===== src/rtl/vga_frame_painter.sv =====
// VGA scan-out engine: generates sync timing, fetches packed pixels from a
// fixed-latency framebuffer port and drives registered RGB/sync/blank.
// Row-base and column-word counters replace any multiply/divide in the
// address path.
module vga_frame_painter #(
    parameter int          HACTIVE      = 640,
    parameter int          HFP          = 16,
    parameter int          HSYN         = 96,
    parameter int          HBP          = 48,
    parameter int          VACTIVE      = 480,
    parameter int          VFP          = 10,
    parameter int          VSYN         = 2,
    parameter int          VBP          = 33,
    parameter int          IMG_W        = 256,
    parameter int          IMG_H        = 256,
    parameter int          PIX_BITS     = 8,
    parameter int          PIX_PER_WORD = 2,
    parameter int          ADDR_W       = 14,
    parameter int          MEM_LAT      = 1,
    parameter logic [23:0] BG_RGB       = 24'hFFFFFF,
    parameter logic [23:0] BORDER_RGB   = 24'h00FF00,
    localparam int         DATA_W       = PIX_BITS * PIX_PER_WORD
) (
    input  logic              o_clk,
    input  logic              rst,
    input  logic [ADDR_W-1:0] base_addr,
    input  logic [1:0]        scale_log2,
    input  logic              mode,
    input  logic              border_en,
    input  logic [DATA_W-1:0] mem_data,
    output logic [ADDR_W-1:0] mem_addr,
    output logic              mem_rd,
    output logic [7:0]        r,
    output logic [7:0]        g,
    output logic [7:0]        b,
    output logic              o_hs,
    output logic              o_vs,
    output logic              o_blank,
    output logic              o_sync,
    output logic              frame_start
);

    localparam int HTOTAL = HSYN + HBP + HACTIVE + HFP;
    localparam int VTOTAL = VSYN + VBP + VACTIVE + VFP;
    localparam int CW     = 16;
    localparam int LW     = (PIX_PER_WORD > 1) ? $clog2(PIX_PER_WORD) : 1;

    localparam logic [CW-1:0]     H_SYNC    = CW'(HSYN);
    localparam logic [CW-1:0]     H_START   = CW'(HSYN + HBP);
    localparam logic [CW-1:0]     H_END     = CW'(HSYN + HBP + HACTIVE);
    localparam logic [CW-1:0]     H_LAST    = CW'(HTOTAL - 1);
    localparam logic [CW-1:0]     V_SYNC    = CW'(VSYN);
    localparam logic [CW-1:0]     V_START   = CW'(VSYN + VBP);
    localparam logic [CW-1:0]     V_END     = CW'(VSYN + VBP + VACTIVE);
    localparam logic [CW-1:0]     V_LAST    = CW'(VTOTAL - 1);
    localparam logic [CW-1:0]     IMG_WC    = CW'(IMG_W);
    localparam logic [CW-1:0]     IMG_HC    = CW'(IMG_H);
    localparam logic [ADDR_W-1:0] ROW_WORDS = ADDR_W'(IMG_W / PIX_PER_WORD);
    localparam logic [LW-1:0]     LANE_LAST = LW'(PIX_PER_WORD - 1);
    localparam logic              RGB_OK    = (PIX_BITS == 8);

    typedef enum logic [1:0] {
        REG_BLANK  = 2'd0,
        REG_IMAGE  = 2'd1,
        REG_BORDER = 2'd2,
        REG_BG     = 2'd3
    } region_t;

    // Everything the output stage needs, carried alongside the memory request.
    // An all-zero tag decodes as blanked with syncs inactive.
    typedef struct packed {
        region_t         region;
        logic [LW-1:0]   lane;
        logic            rgb_mode;
        logic            hsync;
        logic            vsync;
        logic            fs;
    } tag_t;

    logic [CW-1:0]     hcnt, vcnt;
    logic [ADDR_W-1:0] sh_base;
    logic [1:0]        sh_scale;
    logic              sh_mode, sh_border;

    logic [1:0]        xsub, ysub;
    logic [CW-1:0]     px, py;
    logic [LW-1:0]     lane;
    logic [ADDR_W-1:0] colw, row_base;

    logic              h_wrap, v_wrap, h_act, v_act, act;
    logic [CW-1:0]     sx, sy;
    logic [1:0]        sub_last;
    region_t           region;
    tag_t              tag_in, tag_out;
    tag_t              pipe [0:MEM_LAT];

    logic [PIX_BITS-1:0] pix;
    logic [7:0]          p8, gray;
    logic [23:0]         pix_rgb;

    // Timing decode of the current counter state
    always_comb begin
        h_wrap   = (hcnt == H_LAST);
        v_wrap   = (vcnt == V_LAST);
        h_act    = (hcnt >= H_START) && (hcnt < H_END);
        v_act    = (vcnt >= V_START) && (vcnt < V_END);
        act      = h_act && v_act;
        sx       = hcnt - H_START;
        sy       = vcnt - V_START;
        sub_last = 2'((3'd1 << sh_scale) - 3'd1);
    end

    // Free-running raster counters
    always_ff @(posedge o_clk or posedge rst) begin
        if (rst) begin
            hcnt <= '0;
            vcnt <= '0;
        end else if (h_wrap) begin
            hcnt <= '0;
            vcnt <= v_wrap ? '0 : vcnt + CW'(1);
        end else begin
            hcnt <= hcnt + CW'(1);
        end
    end

    // Frame-level shadow of the runtime controls, captured at raster origin
    always_ff @(posedge o_clk or posedge rst) begin
        if (rst) begin
            sh_base   <= '0;
            sh_scale  <= '0;
            sh_mode   <= 1'b0;
            sh_border <= 1'b0;
        end else if (hcnt == '0 && vcnt == '0) begin
            sh_base   <= base_addr;
            sh_scale  <= (scale_log2 == 2'd3) ? 2'd2 : scale_log2;
            sh_mode   <= mode & RGB_OK;
            sh_border <= border_en;
        end
    end

    // Horizontal source-pixel stepping: held at zero outside the active span
    always_ff @(posedge o_clk or posedge rst) begin
        if (rst) begin
            xsub <= '0;
            px   <= '0;
            lane <= '0;
            colw <= '0;
        end else if (!h_act) begin
            xsub <= '0;
            px   <= '0;
            lane <= '0;
            colw <= '0;
        end else if (xsub == sub_last) begin
            xsub <= '0;
            px   <= px + CW'(1);
            if (lane == LANE_LAST) begin
                lane <= '0;
                colw <= colw + ADDR_W'(1);
            end else begin
                lane <= lane + LW'(1);
            end
        end else begin
            xsub <= xsub + 2'd1;
        end
    end

    // Vertical source-line stepping; row base reloads from the shadow between frames
    always_ff @(posedge o_clk or posedge rst) begin
        if (rst) begin
            ysub     <= '0;
            py       <= '0;
            row_base <= '0;
        end else if (!v_act) begin
            ysub     <= '0;
            py       <= '0;
            row_base <= sh_base;
        end else if (h_wrap) begin
            if (ysub == sub_last) begin
                ysub     <= '0;
                py       <= py + CW'(1);
                row_base <= row_base + ROW_WORDS;
            end else begin
                ysub <= ysub + 2'd1;
            end
        end
    end

    // Region classification and request tag for the current raster position
    always_comb begin
        if (!act) begin
            region = REG_BLANK;
        end else if (px < IMG_WC && py < IMG_HC) begin
            region = REG_IMAGE;
        end else if (sh_border &&
                     ((sx == (IMG_WC << sh_scale) && py <= IMG_HC) ||
                      (sy == (IMG_HC << sh_scale) && px <= IMG_WC))) begin
            region = REG_BORDER;
        end else begin
            region = REG_BG;
        end
        tag_in          = '0;
        tag_in.region   = region;
        tag_in.lane     = lane;
        tag_in.rgb_mode = sh_mode;
        tag_in.hsync    = (hcnt < H_SYNC);
        tag_in.vsync    = (vcnt < V_SYNC);
        tag_in.fs       = (hcnt == H_START) && (vcnt == V_START);
    end

    // Request stage plus tag delay line matching the memory latency
    always_ff @(posedge o_clk or posedge rst) begin
        if (rst) begin
            mem_addr <= '0;
            mem_rd   <= 1'b0;
            for (int unsigned i = 0; i <= MEM_LAT; i++) begin
                pipe[i] <= '0;
            end
        end else begin
            if (region == REG_IMAGE) begin
                mem_addr <= row_base + colw;
            end
            mem_rd  <= (region == REG_IMAGE);
            pipe[0] <= tag_in;
            for (int unsigned i = 1; i <= MEM_LAT; i++) begin
                pipe[i] <= pipe[i-1];
            end
        end
    end

    // Lane extraction and colour expansion of the returned word
    always_comb begin
        tag_out = pipe[MEM_LAT];
        pix     = PIX_BITS'(mem_data >> (32'(tag_out.lane) * PIX_BITS));
        p8      = 8'(pix);
        gray    = '0;
        for (int unsigned i = 0; i < 8; i++) begin
            gray[7-i] = pix[PIX_BITS - 1 - (i % PIX_BITS)];
        end
        if (tag_out.rgb_mode) begin
            pix_rgb = {p8[7:5], p8[7:5], p8[7:6],
                       p8[4:2], p8[4:2], p8[4:3],
                       p8[1:0], p8[1:0], p8[1:0], p8[1:0]};
        end else begin
            pix_rgb = {gray, gray, gray};
        end
    end

    // Registered video outputs; sync polarity inverted so a cleared tag idles high
    always_ff @(posedge o_clk or posedge rst) begin
        if (rst) begin
            {r, g, b}   <= '0;
            o_hs        <= 1'b1;
            o_vs        <= 1'b1;
            o_blank     <= 1'b0;
            frame_start <= 1'b0;
        end else begin
            unique case (tag_out.region)
                REG_BLANK:  {r, g, b} <= '0;
                REG_IMAGE:  {r, g, b} <= pix_rgb;
                REG_BORDER: {r, g, b} <= BORDER_RGB;
                REG_BG:     {r, g, b} <= BG_RGB;
            endcase
            o_blank     <= (tag_out.region != REG_BLANK);
            o_hs        <= ~tag_out.hsync;
            o_vs        <= ~tag_out.vsync;
            frame_start <= tag_out.fs;
        end
    end

    assign o_sync = 1'b0;

endmodule


===== config.mk =====
export PLATFORM = sky130hd
export DESIGN_NAME = vga_frame_painter
export DESIGN_NICKNAME = d
export VERILOG_FILES = /design/src/rtl/vga_frame_painter.sv
export SDC_FILE = /design/constraint.sdc
export NUM_CORES = 1
export LEC_CHECK = 0
export ABC_AREA = 1
export BUFFER_PORTS_ARGS = -buffer_cell sky130_fd_sc_hd__buf_2
export CAP_MARGIN = 30
export CORE_MARGIN = 5
export CORE_UTILIZATION = 40
export DETAILED_ROUTE_END_ITERATION = 6
export GPL_ROUTABILITY_DRIVEN = 0
export PLACE_DENSITY = 0.55
export SLEW_MARGIN = 20
export SYNTH_ARGS = -nofsm -noshare
export SYNTH_HDL_FRONTEND = slang
export SYNTH_SLANG_ARGS = --single-unit

===== constraint.sdc =====
create_clock -name o_clk -period 6.3 [get_ports o_clk]
set_input_delay 0.315 -clock o_clk [delete_from_list [all_inputs] [get_ports o_clk]]
set_output_delay 0.315 -clock o_clk [all_outputs]
set_load 0.01 [all_outputs]

# == After elaboration in Yosys (flattened, before gate mapping) ==
# Index checks and enable logic that the tools add are counted.
# totals
regBits,172
in_bits,36
output_inout_bits,44
word_cells,126
# classes
addsub,13
order_cmp,10
n_eq_ne,17
shift,3
n_mux,29
bitwise,2
reduce_logical,18
# op_table
cell,count
$mux 16,7
$mux 14,6
$pmux 8 s3,3
$add 16x1->16 const B,4
$eq 16x10->1 const B,2
$eq 16x16->1,2
$le 16x9->1 const B,2
$logic_not 16->1,2
$lt 16x10->1 const B,2
$lt 16x9->1 const B,2
$mux 21,1
$eq 16x6->1 const B,1
$eq 16x8->1 const B,1
$ge 16x6->1 const B,1
$ge 16x8->1 const B,1
$lt 16x2->1 const B,1
$lt 16x7->1 const B,1
$mux 2,8
$shl 9x2->16 const A,1
$shr 16x4->8,1
$sub 16x6->16 const B,1
$sub 16x8->16 const B,1
$add 14x1->14 const B,1
$add 14x14->14,1
other kinds (18),39

# == Logic depth before layout (Yosys ltp) ==
# Gate-level depths: netlist of the first run.
# logic_depth
word_depth,9
depth_mapped,16
ltp_nobuf,15

# == Worst setup path after synthesis of the first run ==
# OpenSTA, ideal clock, no wires.
# synth_path
path_kind,reg-to-reg
startpoint,reg colw[0]
endpoint,reg mem_addr[10]
setup_ps,116
arrival_time_ps,2030
required_time_ps,6184
slack_ps,4153
stages_incl_launch_ff,13
path_buffers,0
period_less_slack_ps,2147
path_cell_list,dfrtp_1 > ha_1 > inv_1 > fa_1 > o21ai_0 > nand2_1 > nand2_1 > a21oi_1 > o21ai_0 > a21oi_1 > xor2_1 > nand2_1 > nand2_1
# synth_via
elab_chain_cells,1
# synth_rtl
item,line_no,rtl
start: declaration,88,"logic [ADDR_W-1:0] colw, row_base;"
start signal: assignment,158,colw <= colw + ADDR_W'(1);
$add 14x14->14,220,mem_addr <= row_base + colw;
end signal: assignment,220,
end: declaration,31,"output logic [ADDR_W-1:0] mem_addr,"
# No other way between the ends.
# A chain may end at the register's enable or synchronous reset.

# == Final worst setup path of the first run ==
# layout_path
startpoint,reg row_base[0]
endpoint,reg mem_addr[10]
# layout_via
elab_chain_cells,1
# layout_rtl
item,line_no,rtl
start: declaration,88,
start signal: assignment,176,row_base <= sh_base;
start signal: assignment,181,row_base <= row_base + ROW_WORDS;
$add 14x14->14,220,
# No other way between the ends.

==> results of run 1 <==
worst max-delay path, delay by kind of cell, from the launching register on:
family	cells	cell delay [ns]
adder cells (fa/ha/maj)	2	0.58
AO/OA/AOI/OAI	4	0.87
AND/OR/NAND/NOR	4	0.27
buffers and inverters	1	0.05
XOR/XNOR	1	0.16
flip-flops	1	0.39
metrics by stage:
stage,utilization [%],hold slack (ns),worst slack (ns),instance area [sq um]
2_1_floorplan,-,0.331,1.33,9180
3_3_place_gp,43.3,0.332,3.89,9810
3_5_place_dp,43.4,0.335,3.86,9840
4_1_cts,46.1,0.0532,3.86,10400
5_1_grt,46.1,0.0687,3.57,10400
6_report,46.1,0.0650,3.88,10400
registers in the layout, indices dropped and copies added, names as in the netlist, 14 cells and up:
signal	count
mem_addr	14
px	16
sh_base	14
row_base	14
colw	14
vcnt	16
hcnt	16
pipe	14
py	16
worst paths after layout:
kind / to / slack (ns) / depth (start not counted)
max in group asynchronous: hcnt[3]$_DFF_PP0_ / 4.42 / 5
worst min register to register: pipe[4]$_DFF_PP0_ / 0.35 / 0
worst max register to register: mem_addr[10]$_DFFE_PP0N_ / 3.88 / 12
worst min-delay path: sh_base[4]$_DFFE_PP0P_ / 0.07 / 3
worst max-delay path: mem_addr[10]$_DFFE_PP0N_ / 3.88 / 12
min in group asynchronous: mem_addr[0]$_DFFE_PP0N_ / 0.43 / 3
cell families after synthesis:
family | Yosys count | synth area share [%]
compound gates | 168 | 10.5
xor+xnor | 37 | 3.53
fa+ha+maj | 25 | 3.49
buf+inv | 192 | 8.54
flops | 172 | 46.9
other cells | 1 | 0.0408
simple gates | 542 | 27.0
routing by layer:
metal / up-vias / part of all wire [%]
li1: 3818 / -
met1: 3352 / 50
met2: 129 / 44
met3: 22 / 4.2
met4: 0 / 1.4
met5: - / 0
power groups by stage:
| stage | registers [mW] | clock network, mW | logic [mW] |
|---|---|---|---|
| floorplan | 1.14 | 0 | 0.0562 |
| global placement | 1.15 | 0 | 0.0816 |
| detailed placement | 1.15 | 0 | 0.0838 |
| CTS | 1.12 | 1.09 | 0.0848 |
| global route | 1.13 | 1.13 | 0.0970 |
| finish | 1.12 | 1.06 | 0.0822 |
final cells by class:
class,count,area (sq um),area share [%]
Clock inverter,15,165,1.58
Sequential cell,172,4310,41.3
Timing Repair Buffer,83,450,4.32
Inverter,167,637,6.10
Multi-Input combinational cell,773,4100,39.2
Clock buffer,17,425,4.08
Tap cell,285,357,3.42
cell usage in the layout, fill, tap and decap left out, drive strengths merged, types with 3 or more instances in the layout:
cell type | Yosys | layout
and3 | 3 | 3
nand4 | 21 | 21
buf | 18 | 82
a21oi | 55 | 55
nor4 | 5 | 5
nor3b | 4 | 4
dfrtp | 170 | 170
clkbuf | 7 | 17
clkinv | 3 | 6
xnor2 | 11 | 11
o31ai | 3 | 3
ha | 24 | 24
o211ai | 3 | 3
nor2 | 128 | 128
xor2 | 26 | 26
nand3 | 56 | 56
nand2 | 277 | 277
inv | 164 | 175
a31oi | 19 | 19
or2 | 5 | 5
o21ai | 75 | 75
nor3 | 42 | 42
==> metrics.csv, run 1 <==
stage;metric;value;unit
grt;grtUsageMet3;3.60;%
logic_synthesis;synth_seq_cells;172;
detailed_routing;drt-pass1-iter-count;5;
clock_tree;root_buffer;clkbuf_16;
detailed_routing;drt-initial-drc-count;450;
place;hpwlAfterDp;15.0;mm
logic_synthesis;syn-num-nets;1198;
critical_path;worstPathMaxFanout;3;
clock_tree;numCtsBuffers;17;
clock_tree;path_clk_slew;0.08;ns
grt;met1_usage;22.5;%
detailed_routing;drc_errors;0;
floorplanning;fp.dieH;162;microns
clock_tree;cts.sinks;172;
critical_path;crit_chain;ha_1 > inv_1 > fa_1 > o21ai_0 > nand2_1 > nand2_1 > a21oi_1 > o21ai_0 > a21oi_1 > xor2_1 > nand2_1 > nand2_1;
grt;grt_max_degree;77;
critical_path;worstPathRequired;6.64;ns
grt;grt_util_all_layers;16.1;%
timing;clock.fmax;0.414;GHz
detailed_routing;postRouteAntennaNets;0;
power_and_ir_drop;p_sw_share;25.8;%
power_and_ir_drop;ir_worst_vdd;0.165;mV
clock_tree;cts_resized;0;
critical_path;cp-start-kind;flop;
critical_path;arrival;2.75;ns
place;placed_cells_incl_taps;1479;
timing;setup_viol;0;
power_and_ir_drop;p_sw;585;uW
logic_synthesis;synth-edff-count;0;
logic_synthesis;synth-main-ff-cell;dfrtp_1;
timing;hold_viol_final;0;
logic_synthesis;yosys.cell_count.top_type;nand2_1;
detailed_routing;via_count;7321;
clock_tree;clk_path_buf_depth;2;
clock_tree;clk_latency;0.44;ns
floorplanning;start_util;40.6;%
power_and_ir_drop;power;2.26;mW
clock_tree;cts_tree;built;
critical_path;cp_common_cell;nand2_1;
logic_synthesis;ys_seq_area_share;46.9;%
grt;busiest_layer;met2;
worst_hold_path;min-delay-start;base_addr[4];
power_and_ir_drop;power.density;217;nW/um^2
power_and_ir_drop;leakagePower;5.28;nW
timing;period_share;38.4;%
place;portBuffers;78;
detailed_routing;wire_per_inst;13.5;microns
logic_synthesis;ys_warn_count;0;
clock_tree;htreeDepth;4;
detailed_routing;viasPerCell;4.84;
floorplanning;dieArea;26100;sq um
run_status;status;complete, no violations;
layout;antenna-diode-count;0;
logic_synthesis;synth_top_cell_by_area;dfrtp_1;
timing;finalMaxSlewViolations;0;
logic_synthesis;syn-instance-count;1137;
logic_synthesis;synth_top_area_share;46.3;%
detailed_routing;wl;20.4;mm
clock_tree;ctsHoldBuffers;1;
floorplanning;rows;55;
logic_synthesis;ys_top_cells_by_area;dfrtp_1 46%, nand2_1 11%, inv_1 6.2%, nor2_1 4.4%, ha_1 3.3%;
power_and_ir_drop;internal_power;1.68;mW
layout;num-fill-cells;2218;
grt;use_met2;25.1;%
grt;grt_first_pass_wirelength;34.3;mm
logic_synthesis;async_reset_ff_share;100;%
grt;grt_overflow;0;
critical_path;r2r-start;row_base[0]$_DFFE_PP0P_;
timing;worstMarginPinSlew;0.857;ns
critical_path;cpPeakStageDelay;0.40;ns
worst_hold_path;hp-class;in -> reg;
clock_tree;postCtsSetupBuffers;0;
layout;layout.cells.non_filler;1512;
logic_synthesis;avgSynthCellArea;8.08;sq um
power_and_ir_drop;power.share.clock;46.7;%
grt;antenna_found_initial;0;
critical_path;crit_start;row_base[0]$_DFFE_PP0P_;
layout;drive_gt1_share;15.2;%
floorplanning;die_w;162;microns
critical_path;cp_slowest_cell;fa_1;
timing;fin_skew;0.0162;ns
floorplanning;core;22600;sq um
grt;grt_pass1_vias;7022;
layout;final_nets;1275;
logic_synthesis;netlist_top_cells_count;268 x nand2_1, 170 x dfrtp_1, 151 x inv_1;
timing;relSlewSlack;42.7;%
power_and_ir_drop;pwr-share-comb;3.6;%
floorplanning;ios;80;
critical_path;path_class;reg -> reg;
timing;setup_tns;0;ns
power_and_ir_drop;p_seq_share;49.7;%
layout;area_delta_synth_final;13.7;%
logic_synthesis;synth.distinct_cells;55;
critical_path;endpoint_kind;flop;
timing;rsz0062_at_grt;no;
job;drv_cap;0;
logic_synthesis;synthesis.area;9180;sq um
timing;fin_crit;2.42;ns
Power figures use the tool's default switching activity.
==> run 2, diff against run 1 <==
--- a/config.mk
+++ b/config.mk
@@ -12,7 +12,7 @@
 export CORE_UTILIZATION = 40
 export DETAILED_ROUTE_END_ITERATION = 6
 export GPL_ROUTABILITY_DRIVEN = 0
-export PLACE_DENSITY = 0.55
+export PLACE_DENSITY = 0.57
 export SLEW_MARGIN = 20
 export SYNTH_ARGS = -nofsm -noshare
 export SYNTH_HDL_FRONTEND = slang
==> constraint.sdc (replaced) <==
create_clock -name o_clk -period 2.05 [get_ports o_clk]
set_input_delay 0.1025 -clock o_clk [delete_from_list [all_inputs] [get_ports o_clk]]
set_output_delay 0.1025 -clock o_clk [all_outputs]
set_load 0.01 [all_outputs]
==> run 2 against run 1 <==
  * Clock power increased to 3.1 times the previous value
  * Worst hold slack worse by 0.049 ns
  * Via count increased by 7.8%
  * Maximum frequency increased by 18%
  * Largest power group unchanged
  * Sequential power grew to 3.1 times the previous value
  * Count of clock-buffer cells in the layout is 1 higher
  * Non-clock buffer count rose by 99
  * First-iteration DRC count is 1.8% lower
  * Clock skew is 0.0041 ns lower
==> metrics.csv, run 2 (synthesis results as in run 1) <==
stage;metric;value;unit;change
critical_path;path_delay_family;simple AND/OR/NAND/NOR gates;;was compound AO/OA/AOI/OAI gates
power_and_ir_drop;internal_power;5.42;mW;was 1.68 mW
clock_tree;clk_path_buf_depth;2;;unchanged
power_and_ir_drop;p_sw;1.67;mW;was 585 uW
clock_tree;numCtsBuffers;17;;unchanged
critical_path;worstPathMaxFanout;5;;was 3
layout;utilization;51.3;%;was 46.1%
timing;setup_slack;0.00670;ns;was 3.88 ns
detailed_routing;wl;22.2;mm;was 20.4 mm
detailed_routing;via_count;7889;;was 7321
critical_path;worstPathRequired;2.37;ns;was 6.64 ns
timing;fin_skew;0.0120;ns;was 0.0162 ns
clock_tree;path_clk_slew;0.07;ns;was 0.08 ns
layout;area_delta_synth_final;26.4;%;was 13.7%
timing;period_share;99.7;%;was 38.4%
timing;fin_crit;2.04;ns;was 2.42 ns
grt;grt_util_all_layers;17.0;%;was 16.1%
grt;grt_overflow;0;;unchanged
layout;drive_gt1_share;24.4;%;was 15.2%
grt;grt_max_degree;55;;was 77
critical_path;worstRegToRegCells;10;;was 12
layout;final_cell_mix;256 x nand2_1, 168 x dfrtp_1, 146 x inv_1;;was 268 x nand2_1, 170 x dfrtp_1, 150 x inv_1
timing;hold_viol_final;0;;unchanged
power_and_ir_drop;power.density;611;nW/um^2;was 217 nW/um^2
worst_hold_path;hold_depth;3;;unchanged
timing;finalMaxSlewViolations;0;;unchanged
grt;grt_first_pass_wirelength;36.6;mm;was 34.3 mm
timing;setup_viol;0;;unchanged
layout;num-fill-cells;2191;;was 2218
power_and_ir_drop;power.share.clock;46.7;%;about the same
clock_tree;clk_latency;0.43;ns;was 0.44 ns
worst_hold_path;hp-class;in -> reg;;unchanged
floorplanning;ios;80;;unchanged
place;hpwlAfterDp;16.2;mm;was 15.0 mm
critical_path;cp.depth;10;;was 12
clock_tree;htreeDepth;4;;unchanged
floorplanning;core;22600;sq um;unchanged
layout;antenna-diode-count;0;;unchanged
power_and_ir_drop;p_sw_share;23.6;%;was 25.8%
layout;fin_area;11600;sq um;was 10400 sq um
layout;final_nets;1375;;was 1275
grt;antenna_found_initial;0;;unchanged
critical_path;cpPeakStageDelay;0.40;ns;about the same
critical_path;cp_common_cell;nand3_2;;was nand2_1
floorplanning;start_util;40.6;%;unchanged
grt;grt_pass1_vias;7489;;was 7022
power_and_ir_drop;p_seq_share;48.8;%;was 49.7%
critical_path;cp-start-kind;flop;;unchanged
critical_path;worst-path-buf-inv;1;;unchanged
clock_tree;cts.sinks;172;;unchanged
critical_path;cp_slowest_cell;dfrtp_1;;was fa_1
clock_tree;cts_tree;built;;unchanged
timing;rsz0062_at_grt;yes;;was no
layout;layout.cells.non_filler;1612;;was 1512
critical_path;crit_chain;buf_6 > nor2_4 > nand3_2 > nor2_2 > nand3_2 > o21ai_4 > nand4_4 > nor3_4 > nand3_1 > and3_1;;was ha_1 > inv_1 > fa_1 > o21ai_0 > nand2_1 > nand2_1 > a21oi_1 > o21ai_0 > a21oi_1 > xor2_1 > nand2_1 > nand2_1
detailed_routing;drt-pass1-iter-count;5;;unchanged
clock_tree;root_buffer;clkbuf_16;;unchanged
place;pre_cts_ws;-0.0313;ns;was 3.86 ns
floorplanning;rows;55;;unchanged
place;placed_cell_area;10300;sq um;was 9840 sq um
power_and_ir_drop;pwr-share-comb;4.6;%;was 3.6%
timing;relSlewSlack;60.7;%;was 42.7%
critical_path;arrival;2.36;ns;was 2.75 ns
detailed_routing;wire_per_inst;13.8;microns;was 13.5 microns
timing;clock.fmax;0.489;GHz;was 0.414 GHz
detailed_routing;postRouteAntennaNets;0;;unchanged
detailed_routing;drc_errors;0;;unchanged
critical_path;endpoint_kind;flop;;unchanged
job;drv_cap;0;;unchanged
floorplanning;fp.dieH;162;microns;unchanged
detailed_routing;drt-initial-drc-count;442;;was 450
power_and_ir_drop;leakagePower;5.81;nW;was 5.28 nW
floorplanning;dieArea;26100;sq um;unchanged
power_and_ir_drop;ir_worst_vdd;0.508;mV;was 0.165 mV
detailed_routing;viasPerCell;4.89;;was 4.84
place;placed_cells_incl_taps;1540;;was 1479
layout;layout_commonest_cell;nand2_1;;unchanged
critical_path;path_class;reg -> reg;;unchanged
timing;setup_tns;0;ns;unchanged
run_status;status;complete, no violations;;unchanged
place;portBuffers;78;;unchanged
timing;worstMarginPinSlew;0.588;ns;was 0.857 ns
floorplanning;die_w;162;microns;unchanged
-- run 2: cell types whose count changed in the layout (fill, tap and decap cells not counted), sizes merged --
cell	delta
buf	+77
dlygate4sd3	+22
bufinv	+2
inv	-5
clkbuf	+1
nand2	+1
clkinvlp	+2
-- run 2: timing repair --
item | 4_1_cts | 5_1_grt
setup endpoints to repair | 3 | 61
pin swaps | 0 | 39
gates resized for setup | 3 | 79
buffers inserted | 0 | 16
hold buffers | 23 | 0
hold endpoints to repair | 37 | 0
gates cloned | 0 | 1
-- run 2: cell type report --
cell class                 count  area, sq um  share of cell area (%)
multi-input combinational    774         4400                    37.9
sequential                   172         4310                    37.1
timing repair buffer         182         1320                    11.3
inverter                     167          637                    5.49
clock buffer                  18          439                    3.78
tap                          285          357                    3.07
clock inverter                14          158                    1.36
-- run 2: per-layer routing --
metal	up-vias	wire length [microns]	track usage, %
met1	3666	10700	23.7
met5	-	0	0
met4	0	303	5.27
met3	25	878	3.16
met2	173	10300	27.1
li1	4025	-	-
-- run 2: worst min-delay path, delay by kind of cell --
family	cells	cell delay, ns
buffers and inverters	1	0.08
AOI/OAI and AO/OA	2	0.23
-- run 2: final timing paths --
path / endpoint / startpoint / slack, ns
max in group asynchronous: py[11]$_DFFE_PP0P_ / rst / 1.08
setup / recovery: py[11]$_DFFE_PP0P_ / hcnt[5]$_DFF_PP0_ / 0.007
setup reg to reg: py[11]$_DFFE_PP0P_ / hcnt[5]$_DFF_PP0_ / 0.007
min in group asynchronous: r[7]$_DFF_PP0_ / rst / 0.28
hold / removal: r[7]$_DFF_PP0_ / mem_data[7] / 0.02
hold reg to reg: pipe[3]$_DFF_PP0_ / pipe[10]$_DFF_PP0_ / 0.35
-- run 2: power groups by stage --
stage	clock network, mW	registers [mW]	logic [mW]
finish	3.31	3.46	0.323
global route	3.53	3.46	0.373
CTS	3.39	3.45	0.314
detailed placement	0	3.52	0.281
global placement	0	3.52	0.281
floorplan	0	3.51	0.174
-- run 2: per-stage QoR --
step	hold slack [ns]	power, mW
2_1_floorplan	0.212	3.68
3_3_place_gp	0.201	3.80
3_5_place_dp	0.202	3.80
4_1_cts	0.0131	7.16
5_1_grt	0.0160	7.36
6_report	0.0159	7.09
